<file path="src/rtl/vga_mode_loader_if.sv">
// AXI4-Lite write-only channel between the mode loader and the VGA core register slave.
interface vga_mode_loader_if;
  logic        reg_awvalid;
  logic        reg_awready;
  logic [11:0] reg_awaddr;
  logic        reg_wvalid;
  logic        reg_wready;
  logic [31:0] reg_wdata;
  logic [3:0]  reg_wstrb;
  logic        reg_bvalid;
  logic        reg_bready;
  logic [1:0]  reg_bresp;

  modport master (
    output reg_awvalid, reg_awaddr, reg_wvalid, reg_wdata, reg_wstrb, reg_bready,
    input  reg_awready, reg_wready, reg_bvalid, reg_bresp
  );

  modport slave (
    input  reg_awvalid, reg_awaddr, reg_wvalid, reg_wdata, reg_wstrb, reg_bready,
    output reg_awready, reg_wready, reg_bvalid, reg_bresp
  );
endinterface

</file>
<file path="src/rtl/vga_mode_loader.sv">
// Replays an eight-write register sequence for one of three VGA modes over
// AXI4-Lite, ending with the VGA_LOAD_MODE write that commits the new timing.
module vga_mode_loader #(
  parameter int TIMEOUT     = 1024,
  parameter int PITCH_ALIGN = 16
) (
  input  logic              reg_clk,
  input  logic              reg_reset,
  input  logic              mode_start,
  input  logic [2:0]        mode_sel,
  input  logic [31:0]       disp_addr,
  output logic              busy,
  output logic              done,
  output logic              error,
  output logic [2:0]        cur_mode,
  vga_mode_loader_if.master regs
);
  localparam int CW = $clog2(TIMEOUT + 1);

  typedef enum logic [1:0] {IDLE, ISSUE, WAIT_B, DONE} state_t;
  typedef struct packed {
    logic [11:0] addr;
    logic [31:0] data;
    logic [3:0]  strb;
  } wr_t;

  // 1 bpp: one byte per 8 pixels, then padded up to the line alignment
  function automatic logic [12:0] pitch_of(input logic [11:0] hw);
    logic [12:0] bytes;
    bytes = ({1'b0, hw} + 13'd7) >> 3;
    return ((bytes + 13'(PITCH_ALIGN - 1)) / 13'(PITCH_ALIGN)) * 13'(PITCH_ALIGN);
  endfunction

  function automatic wr_t wr_of(input logic [2:0] m, input logic [2:0] i, input logic [31:0] fb);
    logic [11:0] hs, hw, hy, ht, vs, vw, vy, vt;
    logic [1:0]  pol;
    wr_t         w;
    case (m)
      3'd1: begin
        hs = 12'd87;  hw = 12'd800;  hy = 12'd128; ht = 12'd1055;
        vs = 12'd22;  vw = 12'd600;  vy = 12'd4;   vt = 12'd627;  pol = 2'b11;
      end
      3'd2: begin
        hs = 12'd159; hw = 12'd1024; hy = 12'd136; ht = 12'd1343;
        vs = 12'd28;  vw = 12'd768;  vy = 12'd6;   vt = 12'd805;  pol = 2'b00;
      end
      default: begin
        hs = 12'd47;  hw = 12'd640;  hy = 12'd96;  ht = 12'd799;
        vs = 12'd31;  vw = 12'd480;  vy = 12'd2;   vt = 12'd524;  pol = 2'b00;
      end
    endcase
    case (i)
      3'd0:    w = '{12'h000, {4'b0, hw, 4'b0, hs}, 4'hF};
      3'd1:    w = '{12'h004, {4'b0, ht, 4'b0, hy}, 4'hF};
      3'd2:    w = '{12'h008, {4'b0, vw, 4'b0, vs}, 4'hF};
      3'd3:    w = '{12'h00C, {4'b0, vt, 4'b0, vy}, 4'hF};
      3'd4:    w = '{12'h010, {30'b0, pol}, 4'h1};
      3'd5:    w = '{12'h100, fb, 4'hF};
      3'd6:    w = '{12'h104, {19'b0, pitch_of(hw)}, 4'h3};
      default: w = '{12'h108, 32'h1, 4'h1};
    endcase
    return w;
  endfunction

  state_t        state;
  logic [2:0]    idx, mode_q;
  logic [31:0]   disp_q;
  logic          aw_ok, w_ok;
  logic [CW-1:0] cnt;
  wr_t           nxt;
  logic          aw_hs, w_hs, timeout;

  assign aw_hs   = regs.reg_awvalid & regs.reg_awready;
  assign w_hs    = regs.reg_wvalid & regs.reg_wready;
  assign timeout = (state == ISSUE || state == WAIT_B) && cnt == CW'(TIMEOUT - 1);

  // Next write: first one comes straight from the request inputs, later ones from the latches
  always_comb begin
    nxt = wr_of(mode_q, idx + 3'd1, disp_q);
    if (state == IDLE) nxt = wr_of(mode_sel, 3'd0, disp_addr);
  end

  always_ff @(posedge reg_clk) begin
    if (reg_reset) begin
      state            <= IDLE;
      idx              <= '0;
      mode_q           <= '0;
      disp_q           <= '0;
      aw_ok            <= 1'b0;
      w_ok             <= 1'b0;
      cnt              <= '0;
      busy             <= 1'b0;
      done             <= 1'b0;
      error            <= 1'b0;
      cur_mode         <= '0;
      regs.reg_awvalid <= 1'b0;
      regs.reg_awaddr  <= '0;
      regs.reg_wvalid  <= 1'b0;
      regs.reg_wdata   <= '0;
      regs.reg_wstrb   <= '0;
      regs.reg_bready  <= 1'b0;
    end else begin
      done <= 1'b0;
      cnt  <= cnt + CW'(1);
      case (state)
        IDLE: if (mode_start) begin
          mode_q <= mode_sel;
          disp_q <= disp_addr;
          busy   <= 1'b1;
          error  <= 1'b0;
          idx    <= '0;
          if (mode_sel > 3'd2) begin
            error <= 1'b1;
            state <= DONE;
          end else begin
            state            <= ISSUE;
            cnt              <= '0;
            aw_ok            <= 1'b0;
            w_ok             <= 1'b0;
            regs.reg_awvalid <= 1'b1;
            regs.reg_wvalid  <= 1'b1;
            regs.reg_awaddr  <= nxt.addr;
            regs.reg_wdata   <= nxt.data;
            regs.reg_wstrb   <= nxt.strb;
          end
        end
        ISSUE: if (timeout) begin
          regs.reg_awvalid <= 1'b0;
          regs.reg_wvalid  <= 1'b0;
          error            <= 1'b1;
          state            <= DONE;
        end else begin
          if (aw_hs) begin regs.reg_awvalid <= 1'b0; aw_ok <= 1'b1; end
          if (w_hs)  begin regs.reg_wvalid  <= 1'b0; w_ok  <= 1'b1; end
          if ((aw_ok | aw_hs) && (w_ok | w_hs)) begin
            regs.reg_bready <= 1'b1;
            state           <= WAIT_B;
          end
        end
        WAIT_B: if (timeout) begin
          regs.reg_bready <= 1'b0;
          error           <= 1'b1;
          state           <= DONE;
        end else if (regs.reg_bvalid) begin
          regs.reg_bready <= 1'b0;
          if (regs.reg_bresp != 2'b00) begin
            error <= 1'b1;
            state <= DONE;
          end else if (idx == 3'd7) begin
            state <= DONE;
          end else begin
            idx              <= idx + 3'd1;
            state            <= ISSUE;
            cnt              <= '0;
            aw_ok            <= 1'b0;
            w_ok             <= 1'b0;
            regs.reg_awvalid <= 1'b1;
            regs.reg_wvalid  <= 1'b1;
            regs.reg_awaddr  <= nxt.addr;
            regs.reg_wdata   <= nxt.data;
            regs.reg_wstrb   <= nxt.strb;
          end
        end
        DONE: begin
          done  <= 1'b1;
          busy  <= 1'b0;
          state <= IDLE;
          if (!error) cur_mode <= mode_q;
        end
        default: state <= IDLE;
      endcase
    end
  end
endmodule

</file>
<file path="src/flat_wrapper.sv">
// flat-port wrapper written by rule: the top's interface ports become plain ports
module vga_mode_loader_flat 
#(
  parameter int TIMEOUT     = 1024,
  parameter int PITCH_ALIGN = 16
)
  (reg_clk, reg_reset, mode_start, mode_sel, disp_addr, busy, done, error, cur_mode, regs_reg_awvalid, regs_reg_awaddr, regs_reg_wvalid, regs_reg_wdata, regs_reg_wstrb, regs_reg_bready, regs_reg_awready, regs_reg_wready, regs_reg_bvalid, regs_reg_bresp);
  vga_mode_loader_if regs_i ();
  input  logic reg_clk;
  input  logic reg_reset;
  input  logic mode_start;
  input  logic [2:0] mode_sel;
  input  logic [31:0] disp_addr;
  output logic busy;
  output logic done;
  output logic error;
  output logic [2:0] cur_mode;
  output wire logic [$bits(regs_i.reg_awvalid)-1:0] regs_reg_awvalid;
  output wire logic [$bits(regs_i.reg_awaddr)-1:0] regs_reg_awaddr;
  output wire logic [$bits(regs_i.reg_wvalid)-1:0] regs_reg_wvalid;
  output wire logic [$bits(regs_i.reg_wdata)-1:0] regs_reg_wdata;
  output wire logic [$bits(regs_i.reg_wstrb)-1:0] regs_reg_wstrb;
  output wire logic [$bits(regs_i.reg_bready)-1:0] regs_reg_bready;
  input wire logic [$bits(regs_i.reg_awready)-1:0] regs_reg_awready;
  input wire logic [$bits(regs_i.reg_wready)-1:0] regs_reg_wready;
  input wire logic [$bits(regs_i.reg_bvalid)-1:0] regs_reg_bvalid;
  input wire logic [$bits(regs_i.reg_bresp)-1:0] regs_reg_bresp;
  assign regs_reg_awvalid = regs_i.reg_awvalid;
  assign regs_reg_awaddr = regs_i.reg_awaddr;
  assign regs_reg_wvalid = regs_i.reg_wvalid;
  assign regs_reg_wdata = regs_i.reg_wdata;
  assign regs_reg_wstrb = regs_i.reg_wstrb;
  assign regs_reg_bready = regs_i.reg_bready;
  assign regs_i.reg_awready = regs_reg_awready;
  assign regs_i.reg_wready = regs_reg_wready;
  assign regs_i.reg_bvalid = regs_reg_bvalid;
  assign regs_i.reg_bresp = regs_reg_bresp;
  vga_mode_loader #(.TIMEOUT(TIMEOUT), .PITCH_ALIGN(PITCH_ALIGN)) u_core (.reg_clk(reg_clk), .reg_reset(reg_reset), .mode_start(mode_start), .mode_sel(mode_sel), .disp_addr(disp_addr), .busy(busy), .done(done), .error(error), .cur_mode(cur_mode), .regs(regs_i));
endmodule
</file>
<file path="config.mk">
export PLATFORM = sky130hd
export DESIGN_NAME = vga_mode_loader_flat
export DESIGN_NICKNAME = d
export VERILOG_FILES = /design/src/rtl/vga_mode_loader_if.sv /design/src/rtl/vga_mode_loader.sv /design/src/flat_wrapper.sv
export SDC_FILE = /design/constraint.sdc
export NUM_CORES = 1
export LEC_CHECK = 0
export BUFFER_PORTS_ARGS = -buffer_cell sky130_fd_sc_hd__buf_2
export CAP_MARGIN = 20
export CORE_MARGIN = 2
export CORE_UTILIZATION = 40
export DETAILED_ROUTE_END_ITERATION = 6
export PLACE_DENSITY_LB_ADDON = 0.2
export SLEW_MARGIN = 10
export SYNTH_ARGS = -nofsm -noshare
export SYNTH_HDL_FRONTEND = slang
export SYNTH_SLANG_ARGS = --single-unit
</file>
<file path="constraint.sdc">
create_clock -name reg_clk -period 5.8 [get_ports reg_clk]
set_input_delay 0.87 -clock reg_clk [delete_from_list [all_inputs] [get_ports reg_clk]]
set_output_delay 0.87 -clock reg_clk [all_outputs]
set_load 0.02 [all_outputs]
</file>
==> reports/qor.log, run 1 <==
qor: worst_setup_path.regToRegStartpoint u_core.idx[0]
qor: yosys.synthesis.area_per_instance 7.79 um^2
qor: sta.setup_repair_after_global_routing_missed_its_margin no
qor: worst_setup_path.timing.rr.end u_core.regs.reg_wdata[24]
qor: clocking.cts_resized 0
qor: clocking.post-cts-setup-buffer-count 0
qor: min_path.min_delay_worst_endpoint u_core.regs.reg_wdata[4]
qor: placement.port-buffer-count 91
qor: sta.timing.final.crit_share 56.2%
qor: global_route.maximum_number_of_pins_on_one_net_before_global_route_repair 46
qor: sta.finalHoldWorstSlack 445 ps
qor: sta.number_of_failing_hold_endpoints_at_the_final_stage 0
qor: worst_setup_path.end_kind flip-flop
qor: worst_setup_path.worst_ep_arrival_time 3510 ps
qor: floorplan.chip_width 112 um
qor: clocking.cts_buffers 9
qor: placement.place.gp.congestion 0.920
qor: min_path.timing.hold.worst.start u_core.regs.reg_wdata[4]
qor: floorplan.floorplan.core_area 11400 um^2
qor: clocking.clockBufferDepth 2
qor: sta.worst_slew_margin_rel 34.1%
qor: sta.fmax 0.307 GHz
qor: global_route.grt_util_all_layers 19.9%
qor: yosys.ys_top_cells_by_area dfxtp_1 (43%), nand2_1 (9.9%), a21oi_1 (8.9%)
qor: floorplan.floorplan.die.height 112 um
qor: yosys.yosys_register_bits 101
qor: routing.detail_route.wl_per_cell 15.3 um
qor: routing.antenna_left 0
qor: power_and_ir_drop.peakVddDrop 0.230 mV
qor: run_status.run_status finished, final reports clean
qor: yosys.yosys.cell_count.top_type nand2_1
qor: routing.post-route-drc-count 0
qor: flow_run.cap_viol_max_count 0
qor: routing.drt-total-wl 12.5 mm
qor: worst_setup_path.worstRegToRegCells 7
qor: yosys.synth_top_area_share 43.0%
qor: finish.syn2layout_area_growth 17.0%
qor: yosys.synth_enable_flop_cells 0
qor: yosys.netlist_instances 603
qor: placement.detailed_place_hpwl 8.95 mm
qor: routing.drtIter0Drc 264
qor: yosys.ys.flop_type dfxtp_1
qor: sta.worst-slew-pin-transition 988 ps
qor: worst_setup_path.regToRegSetupSlack 2540 ps
qor: clocking.cts_tree yes
qor: yosys.synth.distinct_cells 51
qor: clocking.clk_latency 340 ps
qor: floorplan.dieArea 12600 um^2
qor: sta.final_count_of_pins_violating_max_slew 0
qor: yosys.synth_commonest_cells nand2_1 (124), dfxtp_1 (101), a21oi_1 (84)
qor: floorplan.row_count 39
qor: sta.finalSetupViolations 0
qor: yosys.synthesis.area 4700 um^2
qor: finish.post_route_cells_drive_above_1_share 18.0%
qor: worst_setup_path.worstSetupStartpointType flip-flop
qor: clocking.cts.sinks 101
qor: sta.fin_setup_tns 0 ps
qor: clocking.cts-root-buf clkbuf_16
qor: min_path.worstHoldPathType reg -> reg
qor: clocking.clock_pin_slew_on_the_worst_setup_and_hold_paths 70 ps
qor: yosys.synth.yosys.seq_area_share 43.0%
qor: yosys.netlist.top_cell.by_area dfxtp_1
qor: worst_setup_path.crit_required 6050 ps
qor: global_route.grt_overflow_total 0
qor: finish.fin_nets 722
qor: worst_setup_path.critPathKind reg -> reg
qor: routing.avgViaCountPerCell 5.40
qor: clocking.cts_h_tree_depth 3
qor: floorplan.start_util 41.2%
qor: power_and_ir_drop.powerDensity 440 nW/um^2
qor: placement.numPlacedInstances 798
qor: sta.timing.clock.skew 9.33 ps
qor: global_route.grt_antenna_before_repair 0
qor: finish.instances_no_fill 815
qor: worst_setup_path.crit_start u_core.idx[0]
qor: yosys.yosys_warnings 0
qor: power_and_ir_drop.p_leak 2.30 nW
qor: worst_setup_path.cp_max_fo 25
qor: global_route.grt_first_pass_wirelength 20.3 mm
qor: global_route.first_global_vias 4087
qor: min_path.worst_hold_path.num_cells 2
qor: floorplan.num_io_pins 100
qor: clocking.cts-hold-fix-buffers 0
qor: yosys.synthArstFlopShare 0%
qor: power_and_ir_drop.totalPowerFinal 2.42 mW
qor: sta.period_needed 3260 ps
qor: finish.antennaDiodeCount 0
qor: finish.utilization 48.1%
qor: routing.via_count 4405
qor: routing.count_of_tritonroute_iterations_in_the_first_routing_pass 4
registers in the layout (all words and copies together) (netlist names):
name                     cells
u_core.idx                   3
u_core.w_ok                  1
u_core.done                  1
u_core.disp_q               32
u_core.regs.reg_wstrb        3
u_core.cnt                  11
u_core.mode_q                3
u_core.regs.reg_awvalid      1
u_core.regs.reg_awaddr       4
u_core.cur_mode              3
u_core.aw_ok                 1
u_core.state                 2
u_core.busy                  1
u_core.regs.reg_wdata       32
u_core.regs.reg_bready       1
u_core.regs.reg_wvalid       1
u_core.error                 1
worst max-delay path: stages, from the launching register on:
cell      delay, ps
dfxtp_1         350
ha_1            260
ha_1            800
a211o_1         270
a211o_1         210
nor2b_1         790
o21ai_0         210
a211oi_1        270
cell type report:
type / instances / area (um^2)
Clock buffer: 10 / 239
Clock inverter: 6 / 70.1
Fill cell: 1179 / 5920
Inverter: 11 / 41.3
Multi-Input combinational cell: 446 / 2430
Sequential cell: 101 / 2020
Tap cell: 143 / 179
Timing Repair Buffer: 98 / 520
worst max path at each step:
stage	endpoint	slack, ps	cells after the start
after global routing	u_core.cnt[6]	2270	6
after floorplan	u_core.regs.reg_awaddr[8]	3560	6
after CTS	u_core.regs.reg_wdata[24]	2540	7
final	u_core.regs.reg_wdata[24]	2540	7
after global placement	u_core.regs.reg_wdata[21]	2690	7
after detailed placement	u_core.regs.reg_wdata[24]	2570	7
logic make-up after synthesis:
logic type,after synthesis,share of synthesized area (%)
and+or+nand+nor,247,23.5
buffers and inverters,63,6.07
adders and majority gates,12,3.19
xor gates and xnor gates,11,2.05
muxes,12,2.64
AOI/OAI and AO/OA,156,19.4
other,1,0.0798
DFF,101,43.0
placed cells by master (no fill, tap or decap), drive strengths merged, types with 10 or more instances in the layout:
cell type	instances
a211oi	14
o21ai	27
a21oi	84
inv	13
ha	12
dfxtp	101
nor2	52
mux2i	12
buf	98
nand2	124
clkbuf	10
nand3	26
per-stage QoR:
step / instance area (um^2) / worst slack [ps]
2_1_floorplan: 4730 / 3560
5_1_grt: 5500 / 2270
3_3_place_gp: 5160 / 2690
3_5_place_dp: 5180 / 2570
4_1_cts: 5490 / 2540
6_report: 5500 / 2540
where the power goes:
part	switching (mW)	leakage [nW]	internal, mW	total [mW]
Sequential	0.0951	0.825	0.836	0.931
Clock	0.263	0.153	0.350	0.613
Combinational	0.579	1.32	0.297	0.876
Total	0.937	2.30	1.48	2.42
per-layer routing:
| metal | part of all wire (%) | global-route usage [%] | vias to the layer above |
|---|---|---|---|
| li1 | - | - | 2171 |
| met3 | 5.6 | 4.59 | 19 |
| met2 | 47 | 32.9 | 132 |
| met4 | 1.8 | 6.83 | 0 |
| met1 | 46 | 25.6 | 2083 |
| met5 | 0 | 0 | - |
Power figures use the tool's default switching activity.
==> run 2: changes to the inputs <==
==> constraint.sdc (replaced) <==
create_clock -name reg_clk -period 2.63 [get_ports reg_clk]
set_input_delay 0.3945 -clock reg_clk [delete_from_list [all_inputs] [get_ports reg_clk]]
set_output_delay 0.3945 -clock reg_clk [all_outputs]
set_load 0.02 [all_outputs]
==> run 2 against run 1 <==
Effect of this change:
- worst hold slack worse by 170 ps
- setup slack worse by 2300 ps
- clock power grew 110%
- final cell count grew 2.0%
- sequential share of layout area decreased by 0.76 points
- utilization grew 1.0 points
- non-clock buffer count is 16 higher
- largest power group unchanged
- highest routed layer is now met5
==> reports/qor.log, run 2 (synthesized netlist as in run 1, its figures left out) <==
qor: clocking.cts.sinks 101
qor: routing.post-route-drc-count 0
qor: sta.final_count_of_pins_violating_max_slew 0
qor: clocking.cts_tree yes
qor: clocking.clock_pin_slew_on_the_worst_setup_and_hold_paths 70 ps
qor: floorplan.floorplan.die.height 112 um
qor: global_route.grt_first_pass_wirelength 21.1 mm
qor: clocking.cts-root-buf clkbuf_16
qor: global_route.maximum_number_of_pins_on_one_net_before_global_route_repair 57
qor: clocking.cts_h_tree_depth 3
qor: floorplan.row_count 39
qor: power_and_ir_drop.peakVddDrop 0.454 mV
qor: sta.timing.final.crit_share 90.2%
qor: worst_setup_path.worst_ep_arrival_time 2620 ps
qor: min_path.worstHoldPathType in -> reg
qor: finish.multi_input_comb_area 2430 um^2
qor: routing.highest_routed_layer met5
qor: sta.fmax 0.421 GHz
qor: routing.detail_route.wl_per_cell 15.3 um
qor: floorplan.floorplan.core_area 11400 um^2
qor: finish.leading_cell_types_in_the_layout_fill_and_taps_excluded nand2_1 (124), dfxtp_1 (101), buf_2 (91)
qor: finish.syn2layout_area_growth 19.5%
qor: clocking.clockBufferDepth 2
qor: global_route.first_global_vias 4166
qor: power_and_ir_drop.powerDensity 955 nW/um^2
qor: worst_setup_path.critPathKind reg -> reg
qor: clocking.cts_buffers 9
qor: clocking.cts-hold-fix-buffers 0
qor: floorplan.start_util 41.2%
qor: routing.avgViaCountPerCell 5.25
qor: routing.count_of_tritonroute_iterations_in_the_first_routing_pass 6
qor: worst_setup_path.timing.critical_path.slowest_stage_cell dfxtp_1
qor: placement.place.gp.congestion 0.881
qor: worst_setup_path.cp_slowest_stage_delay 420 ps
qor: finish.post_route_cells_drive_above_1_share 19.9%
qor: floorplan.dieArea 12600 um^2
qor: sta.finalSetupViolations 0
qor: worst_setup_path.crit_required 2880 ps
qor: clocking.clk_latency 350 ps
qor: sta.number_of_failing_hold_endpoints_at_the_final_stage 0
qor: worst_setup_path.crit_start u_core.state[0]
qor: placement.detailed_place_hpwl 9.32 mm
qor: sta.period_needed 2370 ps
qor: routing.drt-total-wl 12.7 mm
qor: min_path.timing.hold.worst.start disp_addr[17]
qor: worst_setup_path.path_cells inv_1 -> ha_1 -> and4b_1 -> and4_1 -> a211o_1 -> buf_4 -> o41ai_1
qor: routing.antenna_left 0
qor: finish.final_common_cell nand2_1
qor: power_and_ir_drop.p_leak 2.37 nW
qor: power_and_ir_drop.totalPowerFinal 5.36 mW
qor: routing.routedLengthMet1 6.09 mm
qor: floorplan.num_io_pins 100
qor: worst_setup_path.end_kind flip-flop
qor: sta.timing.clock.skew 8.47 ps
qor: floorplan.chip_width 112 um
qor: worst_setup_path.worstSetupStartpointType flip-flop
qor: routing.dr_wl_met3 563 um
qor: finish.utilization 49.2%
qor: routing.via_count 4363
qor: finish.biggestRegsByFlops u_core.disp_q: 32 flops, u_core.regs.reg_wdata: 32 flops, u_core.cnt: 11 flops
qor: finish.fin_nets 738
qor: run_status.run_status finished, final reports clean
qor: routing.route.met2.wl 5.90 mm
qor: worst_setup_path.critPathBufInv 2
qor: worst_setup_path.crit_family compound AO/OA/AOI/OAI gates
qor: routing.drtIter0Drc 252
qor: finish.seqCellArea 2020 um^2
qor: flow_run.cap_viol_max_count 0
qor: global_route.grt_overflow_total 0
qor: worst_setup_path.cp_max_fo 8
qor: global_route.grt_util_all_layers 20.6%
qor: clocking.post-cts-setup-buffer-count 0
qor: worst_setup_path.regToRegStartpoint u_core.state[0]
qor: finish.antennaDiodeCount 0
qor: global_route.grt_antenna_before_repair 1
qor: sta.setup_repair_after_global_routing_missed_its_margin no
qor: placement.port-buffer-count 91
qor: finish.fillers 1178
run 2: area by class of cell:
class | count | share of cell area [%]
Sequential cell | 101 | 36.0
Clock inverter | 5 | 0.758
Clock buffer | 11 | 4.32
Tap cell | 143 | 3.19
Inverter | 11 | 0.735
Timing Repair Buffer | 114 | 11.6
Multi-Input combinational cell | 446 | 43.3
run 2: final timing paths:
kind | endpoint | slack [ps] | depth (start not counted)
worst max-delay path | u_core.regs.reg_wdata[25] | 260 | 7
worst min-delay path | u_core.disp_q[17] | 280 | 3
worst max register to register | u_core.regs.reg_wdata[25] | 260 | 7
worst min register to register | u_core.regs.reg_wdata[14] | 450 | 2
run 2: stage by stage:
stage | setup WS (ps) | std cells | cell area [um^2] | hold slack, ps | TNS [ps]
finish | 257 | 831 | 5610 | 278 | 0
detailed placement | -117 | 815 | 5320 | 446 | -433
global route | 96.2 | 831 | 5610 | 280 | 0
CTS | 218 | 831 | 5610 | 270 | 0
floorplan | 397 | 610 | 4730 | 433 | 0
global placement | 55.2 | 815 | 5320 | 439 | 0
run 2: worst reg2reg max path, stage by stage, from the launching register on:
cell and delay [ps]:
dfxtp_1 420, inv_1 120, ha_1 340, and4b_1 200, and4_1 270, a211o_1 400, buf_4 200, o41ai_1 320
run 2: layer usage:
layer | up-vias | global-route usage, %
li1 | 2206 | -
met1 | 2038 | 29.2
met2 | 101 | 32.0
met3 | 16 | 3.46
met4 | 2 | 7.24
met5 | - | 0
run 2: power by group:
part | switching [mW] | total (mW) | internal (mW)
sequential | 0.215 | 2.06 | 1.84
clock | 0.584 | 1.26 | 0.678
combinational | 1.31 | 2.04 | 0.736
run 2: timing repair:
item	4_1_cts	5_1_grt
hold endpoints to repair	0	0
resized for setup	1	1
endpoints found under the setup margin	8	3
gates cloned	0	0
==> run 3: changes to the inputs <==
--- a/config.mk
+++ b/config.mk
@@ -7,10 +7,12 @@
 export LEC_CHECK = 0
 export BUFFER_PORTS_ARGS = -buffer_cell sky130_fd_sc_hd__buf_2
 export CAP_MARGIN = 20
+export CORE_ASPECT_RATIO = 0.75
 export CORE_MARGIN = 2
 export CORE_UTILIZATION = 40
 export DETAILED_ROUTE_END_ITERATION = 6
 export PLACE_DENSITY_LB_ADDON = 0.2
+export SKIP_CTS_REPAIR_TIMING = 1
 export SLEW_MARGIN = 10
 export SYNTH_ARGS = -nofsm -noshare
 export SYNTH_HDL_FRONTEND = slang
==> run 3 against run 2 <==
Effect of this change:
- design area rose by 1.9%
- combinational power grew 3%
- setup slack worse by 130 ps
- non-clock buffer count increased by 6
- power is 5.0% higher
- critical path type unchanged
- largest power group is now combinational cells
==> reports/qor.log, run 3 (synthesized netlist as in run 1, its figures left out) <==
qor: run_status.run_status finished, final reports clean
qor: worst_setup_path.end_kind flip-flop
qor: finish.syn2layout_area_growth 21.7%
qor: power_and_ir_drop.netSwitchingPower 2.13 mW
qor: finish.fillers 1149
qor: placement.place.gp.congestion 0.949
qor: power_and_ir_drop.p_sw_share 37.8%
qor: floorplan.start_util 40.8%
qor: clocking.clockBufferDepth 2
qor: floorplan.floorplan.core_area 11500 um^2
qor: sta.worst-slew-pin-transition 586 ps
qor: finish.biggestRegsByFlops u_core.disp_q: 32 flops, u_core.regs.reg_wdata: 32 flops, u_core.cnt: 11 flops
qor: clocking.cts-root-buf clkbuf_16
qor: sta.fmax 0.400 GHz
qor: power_and_ir_drop.sequential_share_of_power 36.8%
qor: routing.drtIter0Drc 360
qor: routing.antenna_left 0
qor: worst_setup_path.worst_ep_arrival_time 2780 ps
qor: floorplan.dieArea 12600 um^2
qor: finish.final_common_cell nand2_1
qor: sta.period_needed 2500 ps
qor: clocking.cts.sinks 101
qor: placement.port-buffer-count 91
qor: finish.leading_cell_types_in_the_layout_fill_and_taps_excluded nand2_1 (124), dfxtp_1 (101), buf_2 (91)
qor: sta.timing.final.crit_share 95.1%
qor: global_route.grt_antenna_before_repair 0
qor: worst_setup_path.worstSetupStartpointType flip-flop
qor: sta.worst_slew_margin_rel 60.7%
qor: min_path.worstHoldPathType in -> reg
qor: finish.post_route_cells_drive_above_1_share 20.6%
qor: clocking.cts_buffers 9
qor: global_route.maximum_number_of_pins_on_one_net_before_global_route_repair 41
qor: floorplan.chip_width 129 um
qor: floorplan.num_io_pins 100
qor: finish.seqCellArea 2020 um^2
qor: finish.antennaDiodeCount 0
qor: finish.multi_input_comb_area 2440 um^2
qor: global_route.grt_util_all_layers 20.8%
qor: routing.post-route-drc-count 0
qor: placement.detailed_place_hpwl 9.46 mm
qor: finish.fin_nets 744
qor: routing.count_of_tritonroute_iterations_in_the_first_routing_pass 5
qor: routing.detail_route.wl_per_cell 15.2 um
qor: sta.number_of_failing_hold_endpoints_at_the_final_stage 0
qor: global_route.grt_overflow_total 0
qor: routing.drt-total-wl 13.0 mm
qor: power_and_ir_drop.p_leak 2.41 nW
qor: power_and_ir_drop.powerDensity 985 nW/um^2
qor: global_route.grt_first_pass_wirelength 20.9 mm
qor: power_and_ir_drop.totalPowerFinal 5.63 mW
qor: sta.setup_repair_after_global_routing_missed_its_margin no
qor: worst_setup_path.cp_max_fo 13
qor: clocking.cts_h_tree_depth 3
qor: flow_run.cap_viol_max_count 0
qor: clocking.cts_tree yes
qor: clocking.clock_pin_slew_on_the_worst_setup_and_hold_paths 70 ps
qor: sta.finalSetupViolations 0
qor: sta.final_count_of_pins_violating_max_slew 0
qor: global_route.first_global_vias 4025
qor: placement.cell_area_after_placement 5340 um^2
qor: floorplan.row_count 34
qor: worst_setup_path.crit_required 2910 ps
qor: routing.via_count 4456
qor: routing.avgViaCountPerCell 5.21
qor: worst_setup_path.critPathKind reg -> reg
qor: clocking.clk_latency 350 ps
qor: power_and_ir_drop.pwr-share-clk 25.7%
qor: power_and_ir_drop.peakVddDrop 0.425 mV
qor: power_and_ir_drop.comb_power_share 37.5%
qor: finish.final_area 5720 um^2
qor: sta.timing.clock.skew 5.91 ps
qor: power_and_ir_drop.cell_internal_pwr 3.50 mW
qor: floorplan.floorplan.die.height 97.9 um
==> run 3: cell types whose count changed in the layout (fill, tap and decap cells not counted), moves of 2 or more <==
cell,change
clkinv_4,-2
inv_6,-2
bufinv_16,+2
buf_4,+7
==> run 3: metal layers <==
layer / wire length (um) / vias to the layer above / global-route usage (%)
met3: 985 / 14 / 5.97
met1: 6620 / 2081 / 32.0
met2: 5290 / 141 / 28.3
li1: - / 2220 / -
met4: 131 / 0 / 5.02
met5: 0 / - / 0
==> run 3: worst paths after layout <==
kind	startpoint	endpoint	slack, ps	depth (start not counted)
max	u_core.idx[0]	u_core.regs.reg_awaddr[8]	130	8
min	disp_addr[10]	u_core.disp_q[10]	280	3
max reg2reg	u_core.idx[0]	u_core.regs.reg_awaddr[8]	130	8
min reg2reg	u_core.regs.reg_wdata[13]	u_core.regs.reg_wdata[13]	450	2
==> run 3: layout make-up <==
type                    instances  area share, %
well taps                     162           3.54
multi-input cells             446           42.7
repair buffers                120           12.0
flip-flops and latches        101           35.4
clock inverters                 3           1.18
inverters                      11          0.722
clock buffers                  13           4.55
==> run 3: power by group through the flow <==
stage | Sequential, mW | Clock, mW | Combinational, mW
final | 2.07 | 1.45 | 2.11
after global placement | 2.09 | 0 | 2.01
after floorplan | 2.26 | 0 | 1.22
after CTS | 2.07 | 1.49 | 2.04
after detailed placement | 2.10 | 0 | 2.04
after global routing | 2.11 | 1.55 | 2.31
==> run 3: critical path: stages (launching register included) <==
cell	delay (ps)
dfxtp_1	360
ha_2	230
ha_1	250
nor4b_4	410
mux2i_4	130
a211o_1	360
buf_4	210
a311o_1	350
a21oi_1	140
==> run 3: metrics by stage <==
step                      util [%]  setup TNS (ps)  setup WS [ps]  hold slack, ps  instances
after detailed placement      46.3               0           20.4             442        835
after global placement        46.3               0            104             441        835
final                         49.6               0            128             280        856
after global routing          49.6               0           25.4             276        856
after floorplan                  -               0            397             433        610
after CTS                     49.2           -1.31          -1.31             270        851
